`config.mk`:
```
export PLATFORM = sky130hd
export DESIGN_NAME = display_sequencer_flat
export DESIGN_NICKNAME = d
export VERILOG_FILES = /design/src/rtl/display_sequencer_pkg.sv /design/src/rtl/display_sequencer_if.sv /design/src/rtl/display_sequencer_bcd_dabble_step.sv /design/src/rtl/display_sequencer.sv /design/src/flat_wrapper.sv
export SDC_FILE = /design/constraint.sdc
export NUM_CORES = 1
export LEC_CHECK = 0
export ABC_AREA = 1
export CAP_MARGIN = 20
export CELL_PAD_IN_SITES_DETAIL_PLACEMENT = 1
export CELL_PAD_IN_SITES_GLOBAL_PLACEMENT = 2
export CORE_UTILIZATION = 27
export DETAILED_ROUTE_END_ITERATION = 12
export PLACE_DENSITY = 0.95
export SLEW_MARGIN = 25
export SYNTH_ARGS = -nofsm -noshare
export SYNTH_HDL_FRONTEND = slang
export SYNTH_SLANG_ARGS = --single-unit
```
`constraint.sdc`:
```
create_clock -name clock -period 2.9 [get_ports clock]
set_input_delay 0.58 -clock clock [delete_from_list [all_inputs] [get_ports clock]]
set_output_delay 0.58 -clock clock [all_outputs]
set_load 0.05 [all_outputs]
```
`src/rtl/display_sequencer_pkg.sv`:
```
// Shared types and defaults for the decimal display sequencer.
// Holds the FSM state encoding, width constants and the saturation helper.
package display_pkg;

  typedef enum logic [1:0] {
    ST_IDLE   = 2'd0,
    ST_SHIFT  = 2'd1,
    ST_FINISH = 2'd2
  } state_e;

  localparam int unsigned MAX_VAL_DEF   = 9999;
  localparam int unsigned CONV_BITS_DEF = 14;
  localparam int unsigned BCD_W         = 16;
  localparam int unsigned DIGIT_W       = 4;

  // Unsigned 32-bit clamp of a requested value to the display ceiling.
  function automatic logic [31:0] saturate(input logic [31:0] v, input logic [31:0] ceil_v);
    return (v > ceil_v) ? ceil_v : v;
  endfunction

endpackage

```
`src/rtl/display_sequencer_if.sv`:
```
// Requester/display bundle of the display sequencer.
// Handshake: a requester raises reqN with a stable valN and holds both until
// gntN pulses for one cycle; that pulse means valN has been captured.
interface display_sequencer_if;
  import display_pkg::*;

  logic               req0;
  logic [31:0]        val0;
  logic               req1;
  logic [31:0]        val1;
  logic               clr;
  logic               gnt0;
  logic               gnt1;
  logic               busy;
  logic               done;
  logic               ovf;
  logic [DIGIT_W-1:0] milhares;
  logic [DIGIT_W-1:0] centenas;
  logic [DIGIT_W-1:0] dezenas;
  logic [DIGIT_W-1:0] unidades;

  modport master (
    output req0, val0, req1, val1, clr,
    input  gnt0, gnt1, busy, done, ovf, milhares, centenas, dezenas, unidades
  );

  modport slave (
    input  req0, val0, req1, val1, clr,
    output gnt0, gnt1, busy, done, ovf, milhares, centenas, dezenas, unidades
  );

endinterface

```
`src/rtl/display_sequencer_bcd_dabble_step.sv`:
```
// One double-dabble iteration: add 3 to every BCD nibble >= 5, then shift
// {bcd, bin} left by one bit.
module bcd_dabble_step
  import display_pkg::*;
#(
  parameter int unsigned BIN_W = CONV_BITS_DEF
) (
  input  logic [BCD_W-1:0] bcd_i,
  input  logic [BIN_W-1:0] bin_i,
  output logic [BCD_W-1:0] bcd_o,
  output logic [BIN_W-1:0] bin_o
);

  logic [BCD_W-1:0] adj;

  always_comb begin
    adj = bcd_i;
    for (int i = 0; i < int'(BCD_W / DIGIT_W); i++) begin
      if (bcd_i[i*DIGIT_W +: DIGIT_W] >= 4'd5) begin
        adj[i*DIGIT_W +: DIGIT_W] = bcd_i[i*DIGIT_W +: DIGIT_W] + 4'd3;
      end
    end
  end

  // The MSB of the adjusted accumulator falls off; it is always 0 for <= 14 input bits.
  assign {bcd_o, bin_o} = {adj, bin_i} << 1;

endmodule

```
`src/rtl/display_sequencer.sv`:
```
// Round-robin arbiter plus sequential binary-to-BCD converter driving the
// four registered display digits; one conversion every 16 cycles at most.
module display_sequencer
  import display_pkg::*;
#(
  parameter int unsigned MAX_VAL   = MAX_VAL_DEF,
  parameter int unsigned CONV_BITS = CONV_BITS_DEF
) (
  input  logic                clock,
  input  logic                reset,
  display_sequencer_if.slave  bus,
  output state_e              state_dbg_o
);

  localparam int unsigned CNT_W = $clog2(CONV_BITS + 1);

  state_e               state_q, state_d;
  logic [CONV_BITS-1:0] bin_q, bin_d;
  logic [BCD_W-1:0]     bcd_q, bcd_d;
  logic [CNT_W-1:0]     cnt_q, cnt_d;
  logic                 ovf_p_q, ovf_p_d;
  logic                 last_q, last_d;   // 1: port 1 was granted last
  logic                 gnt0_q, gnt0_d;
  logic                 gnt1_q, gnt1_d;
  logic                 done_q, done_d;
  logic                 ovf_q, ovf_d;
  logic [BCD_W-1:0]     dig_q, dig_d;

  logic [BCD_W-1:0]     step_bcd;
  logic [CONV_BITS-1:0] step_bin;
  logic                 pick1;
  logic [31:0]          sel_val;

  bcd_dabble_step #(
    .BIN_W (CONV_BITS)
  ) u_step (
    .bcd_i (bcd_q),
    .bin_i (bin_q),
    .bcd_o (step_bcd),
    .bin_o (step_bin)
  );

  assign pick1   = bus.req1 & (~bus.req0 | ~last_q);
  assign sel_val = pick1 ? bus.val1 : bus.val0;

  always_comb begin
    state_d = state_q;
    bin_d   = bin_q;
    bcd_d   = bcd_q;
    cnt_d   = cnt_q;
    ovf_p_d = ovf_p_q;
    last_d  = last_q;
    gnt0_d  = 1'b0;
    gnt1_d  = 1'b0;
    done_d  = 1'b0;
    ovf_d   = ovf_q;
    dig_d   = dig_q;
    case (state_q)
      ST_IDLE: begin
        if (bus.clr) begin
          dig_d = '0;
          ovf_d = 1'b0;
        end else if (bus.req0 || bus.req1) begin
          bin_d   = CONV_BITS'(saturate(sel_val, MAX_VAL));
          ovf_p_d = (sel_val > MAX_VAL);
          bcd_d   = '0;
          cnt_d   = '0;
          gnt0_d  = ~pick1;
          gnt1_d  = pick1;
          last_d  = pick1;
          state_d = ST_SHIFT;
        end
      end
      ST_SHIFT: begin
        bcd_d = step_bcd;
        bin_d = step_bin;
        cnt_d = cnt_q + CNT_W'(1);
        if (cnt_q == CNT_W'(CONV_BITS - 1)) begin
          state_d = ST_FINISH;
        end
      end
      ST_FINISH: begin
        dig_d   = bcd_q;
        ovf_d   = ovf_p_q;
        done_d  = 1'b1;
        state_d = ST_IDLE;
      end
      default: state_d = ST_IDLE;
    endcase
  end

  always_ff @(posedge clock) begin
    if (reset) begin
      state_q <= ST_IDLE;
      bin_q   <= '0;
      bcd_q   <= '0;
      cnt_q   <= '0;
      ovf_p_q <= 1'b0;
      last_q  <= 1'b1;
      gnt0_q  <= 1'b0;
      gnt1_q  <= 1'b0;
      done_q  <= 1'b0;
      ovf_q   <= 1'b0;
      dig_q   <= '0;
    end else begin
      state_q <= state_d;
      bin_q   <= bin_d;
      bcd_q   <= bcd_d;
      cnt_q   <= cnt_d;
      ovf_p_q <= ovf_p_d;
      last_q  <= last_d;
      gnt0_q  <= gnt0_d;
      gnt1_q  <= gnt1_d;
      done_q  <= done_d;
      ovf_q   <= ovf_d;
      dig_q   <= dig_d;
    end
  end

  assign bus.gnt0     = gnt0_q;
  assign bus.gnt1     = gnt1_q;
  assign bus.done     = done_q;
  assign bus.busy     = (state_q != ST_IDLE);
  assign bus.ovf      = ovf_q;
  assign bus.milhares = dig_q[15:12];
  assign bus.centenas = dig_q[11:8];
  assign bus.dezenas  = dig_q[7:4];
  assign bus.unidades = dig_q[3:0];
  assign state_dbg_o  = state_q;

endmodule
```
`src/flat_wrapper.sv`:
```
// flat-port wrapper written by rule: the top's interface ports become plain ports
module display_sequencer_flat import display_pkg::*;
#(
  parameter int unsigned MAX_VAL   = MAX_VAL_DEF,
  parameter int unsigned CONV_BITS = CONV_BITS_DEF
)
  (clock, reset, state_dbg_o, bus_req0, bus_val0, bus_req1, bus_val1, bus_clr, bus_gnt0, bus_gnt1, bus_busy, bus_done, bus_ovf, bus_milhares, bus_centenas, bus_dezenas, bus_unidades);
  display_sequencer_if bus_i ();
  input  logic clock;
  input  logic reset;
  output state_e state_dbg_o;
  input wire logic [$bits(bus_i.req0)-1:0] bus_req0;
  input wire logic [$bits(bus_i.val0)-1:0] bus_val0;
  input wire logic [$bits(bus_i.req1)-1:0] bus_req1;
  input wire logic [$bits(bus_i.val1)-1:0] bus_val1;
  input wire logic [$bits(bus_i.clr)-1:0] bus_clr;
  output wire logic [$bits(bus_i.gnt0)-1:0] bus_gnt0;
  output wire logic [$bits(bus_i.gnt1)-1:0] bus_gnt1;
  output wire logic [$bits(bus_i.busy)-1:0] bus_busy;
  output wire logic [$bits(bus_i.done)-1:0] bus_done;
  output wire logic [$bits(bus_i.ovf)-1:0] bus_ovf;
  output wire logic [$bits(bus_i.milhares)-1:0] bus_milhares;
  output wire logic [$bits(bus_i.centenas)-1:0] bus_centenas;
  output wire logic [$bits(bus_i.dezenas)-1:0] bus_dezenas;
  output wire logic [$bits(bus_i.unidades)-1:0] bus_unidades;
  assign bus_i.req0 = bus_req0;
  assign bus_i.val0 = bus_val0;
  assign bus_i.req1 = bus_req1;
  assign bus_i.val1 = bus_val1;
  assign bus_i.clr = bus_clr;
  assign bus_gnt0 = bus_i.gnt0;
  assign bus_gnt1 = bus_i.gnt1;
  assign bus_busy = bus_i.busy;
  assign bus_done = bus_i.done;
  assign bus_ovf = bus_i.ovf;
  assign bus_milhares = bus_i.milhares;
  assign bus_centenas = bus_i.centenas;
  assign bus_dezenas = bus_i.dezenas;
  assign bus_unidades = bus_i.unidades;
  display_sequencer #(.MAX_VAL(MAX_VAL), .CONV_BITS(CONV_BITS)) u_core (.clock(clock), .reset(reset), .bus(bus_i), .state_dbg_o(state_dbg_o));
endmodule
```
; Word level (Yosys, flattened, before mapping)
; Cells that the tools add are included.
[totals]
register_bits = 58
output_inout_bits = 23
word_cells = 70
[op_classes]
addsub = 5
n_lt_le_gt_ge = 5
n_eq_ne = 7
n_mux = 24
bitwise = 8
reduce_logical = 10
[ops]
columns = operator, count
row1 = case mux 16 bit (2 select lines), 2
row2 = 2-to-1 mux 16 bit, 3
row3 = 2-to-1 mux 14 bit, 3
row4 = greater-than comparator 32 x 14 -> 1 bit (second input constant), 1
row5 = 2-to-1 mux 32 bit, 1
row6 = case mux 14 bit (2 select lines), 1
row7 = 2-to-1 mux 4 bit, 5
row8 = greater-or-equal comparator 4 x 3 -> 1 bit (second input constant), 4
row9 = adder 4 x 2 -> 4 bit (second input constant), 3
row10 = AND reduction 3 bit, 3
row11 = case mux 4 bit (2 select lines), 1
row12 = 2-to-1 mux 2 bit, 3
row13 = NOT 1 bit, 6
row14 = nonzero test 2 bit, 3
row15 = adder 4 x 1 -> 4 bit (second input constant), 1
row16 = == test 4 bit (second input constant), 1
row17 = inequality test 2 x 1 -> 1 bit (second input constant), 2
row18 = inequality test 2 bit (second input constant), 2
row19 = case mux 2 bit (2 select lines), 1
row20 = OR reduction 4 bit, 1
row21 = adder 3 x 2 -> 3 bit (second input constant), 1
row22 = 2-to-1 mux 3 bit, 1
row23 = == test 2 x 1 -> 1 bit (second input constant), 1
row24 = == test 2 bit (second input constant), 1
row25 = other kinds (7), 8

; Longest topological paths before layout
[depth]
depth_word = 9
mapped_depth = 16
ltp_nobuf = 15

; By module
; From an unflattened synthesis, not the netlist that was laid out.
[hier_totals]
cells_unflattened = 459
area_unflattened_um2 = 3204.3
[modules_own_cells]
columns = module, instances, cells_per_inst, area_each_um2, seq_area_each_um2
row1 = display_sequencer, 1, 359, 2618.8, 1161.1
row2 = bcd_dabble_step, 1, 100, 585.6, 0.0

; Worst setup path before layout
; OpenSTA, ideal clock, no wires.
[synth_path]
kind = reg2reg
start = register u_core.state_q[0] (netlist: u_core.state_dbg_o[0])
end = register u_core.bcd_q[11]
setup_time_ns = 0.132
arrival_ns = 1.766
path_slack_ns = 1.002
stages_incl_launch_ff = 10
n_path_buf = 2
synth_period_minus_slack_ns = 1.898
cell_sequence = dfxtp_1 inv_1 nor2_4 clkinv_1 nand2_1 inv_1 buf_4 buf_4 nand2_1 a21oi_1
[synth_via]
elab_chain_cells = 3
elab_cells_between_ends = 7
cone_classes = eq/ne: 3 / mux: 1 / reduce/logical: 3
[synth_lines]
columns = element, line
row1 = "start, declared", display_sequencer.sv:17  ; state_e state_q, state_d;
row2 = "start signal, assigned", display_sequencer.sv:106  ; state_q <= state_d;
row3 = zero test 2 bit / == test 2 x 1 -> 1 bit (equally long branches), display_sequencer.sv:58  ; case (state_q)
row4 = "inequality test 2 x 1 -> 1 bit (no line), or another cell as far along", -
row5 = AND reduction 3 bit (no line), -
row6 = "end signal, assigned", display_sequencer.sv:96  ; bcd_q <= '0;
row7 = "end signal, assigned", display_sequencer.sv:108  ; bcd_q <= bcd_d;
row8 = "end, declared", display_sequencer.sv:19  ; logic [BCD_W-1:0] bcd_q, bcd_d;
; Parallel ways exist; a longest one is shown, timed or not.
; A chain may end at the register's enable or synchronous reset.

; Worst setup path after layout
[layout_path]
start = register u_core.state_q[1] (netlist: u_core.state_dbg_o[1])
end = output port bus_busy
[layout_via]
elab_chain_cells = 1
[layout_lines]
columns = element, line
row1 = nonzero test 2 bit, display_sequencer.sv:123  ; assign bus.busy = (state_q != ST_IDLE);
row2 = "end, declared", flat_wrapper.sv:19  ; output wire logic [$bits(bus_i.busy)-1:0] bus_busy;
; Every way passes these cells.

==> flow_metrics.py <==
metrics = {
    "run_status": {
        "run_status": "finished, final reports clean",
    },
    "worst_hold_path": {
        "hp-start": "u_core.bin_q[6]",
        "hold_path_class": "register to register",
    },
    "placed_design": {
        "dpl_worst_slack_ns": 0.292,
        "dp.cells": 679,
        "hpwl_um": 7300,
        "port_buffers": 91,
        "place_congestion": 0.755,
        "post_dp_cell_area_sq_mm": 0.00420,
    },
    "floorplanning": {
        "die_w_um": 110,
        "fp.dieH_um": 110,
        "io_pins": 92,
        "fp.dieArea_sq_mm": 0.0121,
        "start_util": 0.277,
        "core_sq_mm": 0.0114,
        "row_count": 39,
    },
    "synth": {
        "netlist_instances": 454,
        "yosysSeqAreaShare": 0.368,
        "ys_ff_latch": 58,
        "avgSynthCellArea_sq_um": 6.96,
        "syn_area_sq_mm": 0.00316,
        "synth_top_area_cell": "dfxtp_1",
        "synthTopCellsByArea": "dfxtp_1 37%, nand2_1 11%, inv_1 8.6%, nand3_1 6.5%, nor2_1 5.7%",
        "synth_top_area_share": 0.368,
        "synth_nets": 533,
        "yosys_warnings": 0,
        "synth.distinct_cells": 37,
    },
    "layout": {
        "seq_area_sq_mm": 0.00116,
        "final_common_cell": "nand2_1",
        "final_cell_mix": "92 x nand2_1, 91 x clkdlybuf4s50_1, 72 x inv_1",
        "fin_cells": 695,
        "utilization": 0.396,
        "multi_input_area_sq_mm": 0.00161,
        "final_area_sq_mm": 0.00452,
        "n_fill_cell": 1426,
        "drive_gt1_frac": 0.0815,
        "fin_nets": 626,
        "insertedDiodeCount": 0,
        "area_delta_synth_final_pct": 43.1,
    },
    "power_and_ir_drop": {
        "power.share.clock": 0.405,
        "p_leak_nw": 1.85,
        "finalPower_mw": 2.80,
        "switching_share": 0.312,
        "peakVddDrop_mv": 0.428,
        "p_comb_frac": 0.265,
        "intPower_mw": 1.93,
        "power_frac_seq": 0.331,
        "p_sw_uw": 873,
        "p_per_area_mw_per_mm2": 619,
    },
    "clocking": {
        "root_buffer": "clkbuf_16",
        "ctsHoldBuffers": 0,
        "clk_pin_slew_ns": 0.05,
        "insertion_delay_ns": 0.32,
        "cts_made_buffers": 9,
        "postCtsSetupBuffers": 0,
        "ctsResizeCount": 0,
        "cts.path.max_buffers": 2,
        "cts.sinks": 58,
        "cts_max_level": 3,
        "cts_tree": "built",
    },
    "global_routing": {
        "grt_pass1_wl_um": 16100,
        "grtUsageTotal": 0.172,
        "grt_max_degree": 21,
        "antenna_found_initial": 0,
        "grt_pass1_vias": 3424,
        "grt-ovfl-total": 0,
    },
    "sta": {
        "period_share": 0.807,
        "setup-tns-final_ns": 0,
        "final_max_slew_viol_count": 0,
        "period_minus_slack_ns": 2.34,
        "worst_pin_slew_ns": 0.527,
        "finalSetupViolCount": 0,
        "hold_slack_ns": 0.465,
        "final_hold_viol_count": 0,
        "maxSlewHeadroom": 0.648,
        "finClkSkew_ns": 0.00457,
        "max_clock_freq_mhz": 427,
        "setup_ws_ns": 0.560,
        "rsz0062_at_grt": "no",
    },
    "worst_setup_path": {
        "worst_ep_required_time_ns": 2.32,
        "slowest_stage": "clkdlybuf4s50_1",
        "critical-path-top-delay-family": "buffers and inverters",
        "criticalPathCategory": "register to primary output",
        "crit_buf_inv": 2,
        "cp_max_fo": 6,
        "cpPeakStageDelay_ns": 0.79,
        "worstSetupEndpointType": "primary output",
        "cp_cell_sequence": "nor2_1 > inv_1 > clkdlybuf4s50_1",
        "reg2reg_from": "u_core.state_dbg_o[0]",
        "crit_arrival_ns": 1.76,
        "startpoint": "u_core.state_dbg_o[1]",
        "start_kind": "register",
    },
    "routing": {
        "dr.pass1.iters": 4,
        "wl_per_cell_um": 13.9,
        "initialDrtViolationCount": 110,
        "final_antenna_net_count": 0,
        "vias": 3247,
        "route.detailed.drc": 0,
        "wirelength_um": 9640,
        "routed_via_density": 4.67,
    },
    "flow_run": {
        "max-cap-violations": 0,
    },
}
-- metal layers --
layer / vias up / part of all wire / wire length, um / track usage
met5: - / 0 / 0 / 0
met4: 0 / 0.015 / 141 / 0.0545
met3: 10 / 0.025 / 239 / 0.0282
met2: 51 / 0.54 / 5180 / 0.321
met1: 1544 / 0.42 / 4080 / 0.199
li1: 1642 / - / - / -
-- Yosys cell counts (all sizes together) --
cell,count
o31ai,1
a21oi,25
dfxtp,58
clkinv,1
a211oi,1
nand3,43
inv,74
a22oi,1
o22ai,1
o221ai,7
nand2,97
clkbuf,8
o32ai,1
ha,10
and2,1
nor2,51
and3,1
o21bai,7
o21ai,34
o211ai,4
a21boi,1
nand3b,9
xor2,4
buf,9
nor3,5
-- power by group through the flow --
stage / combinational [mW] / sequential, mW / clock (mW)
2_1_floorplan: 0.449 / 0.966 / 0
4_1_cts: 0.747 / 0.926 / 1.14
3_5_place_dp: 0.737 / 0.941 / 0
3_3_place_gp: 0.716 / 0.938 / 0
5_1_grt: 0.822 / 0.935 / 1.18
6_report: 0.741 / 0.926 / 1.13
-- final cells by class --
type / count / share of cell area
Clock buffer: 10 / 0.0529
Inverter: 75 / 0.0623
Clock inverter: 6 / 0.0177
Timing Repair Buffer: 99 / 0.215
Sequential cell: 58 / 0.257
Tap cell: 143 / 0.0396
Multi-Input combinational cell: 304 / 0.356
-- tightest hold or removal path, delay by kind of cell, from the launching register on --
kind / cells / cell delay (ns)
DFF: 1 / 0.31
and+or+nand+nor: 2 / 0.12
-- worst paths after layout --
kind | end | slack, ns | depth (start not counted)
setup reg to reg | u_core.bcd_q[14] | 0.81 | 9
setup / recovery | bus_busy | 0.56 | 3
hold reg to reg | u_core.bin_q[7] | 0.47 | 2
hold / removal | u_core.bin_q[7] | 0.47 | 2
-- logic make-up after synthesis --
| logic type | share of synthesized area |
|---|---|
| XOR/XNOR | 0.0111 |
| adder cells (fa/ha/maj) | 0.0396 |
| buffers and inverters | 0.123 |
| AND/OR/NAND/NOR | 0.295 |
| flip-flops | 0.368 |
| AO/OA/AOI/OAI | 0.164 |
-- state kept, by name, summed over array words and instances, names as in the netlist --
name,cells
u_core.last_q,1
u_core.ovf_p_q,1
u_core.state_dbg_o,2
u_core.cnt_q,4
u_core.bin_q,14
u_core.bcd_q,16
u_core.bus.done,1
u_core.dig_q,16
u_core.bus.ovf,1
u_core.bus.gnt1,1
u_core.bus.gnt0,1
No activity file was read; power rests on OpenSTA's default activity.
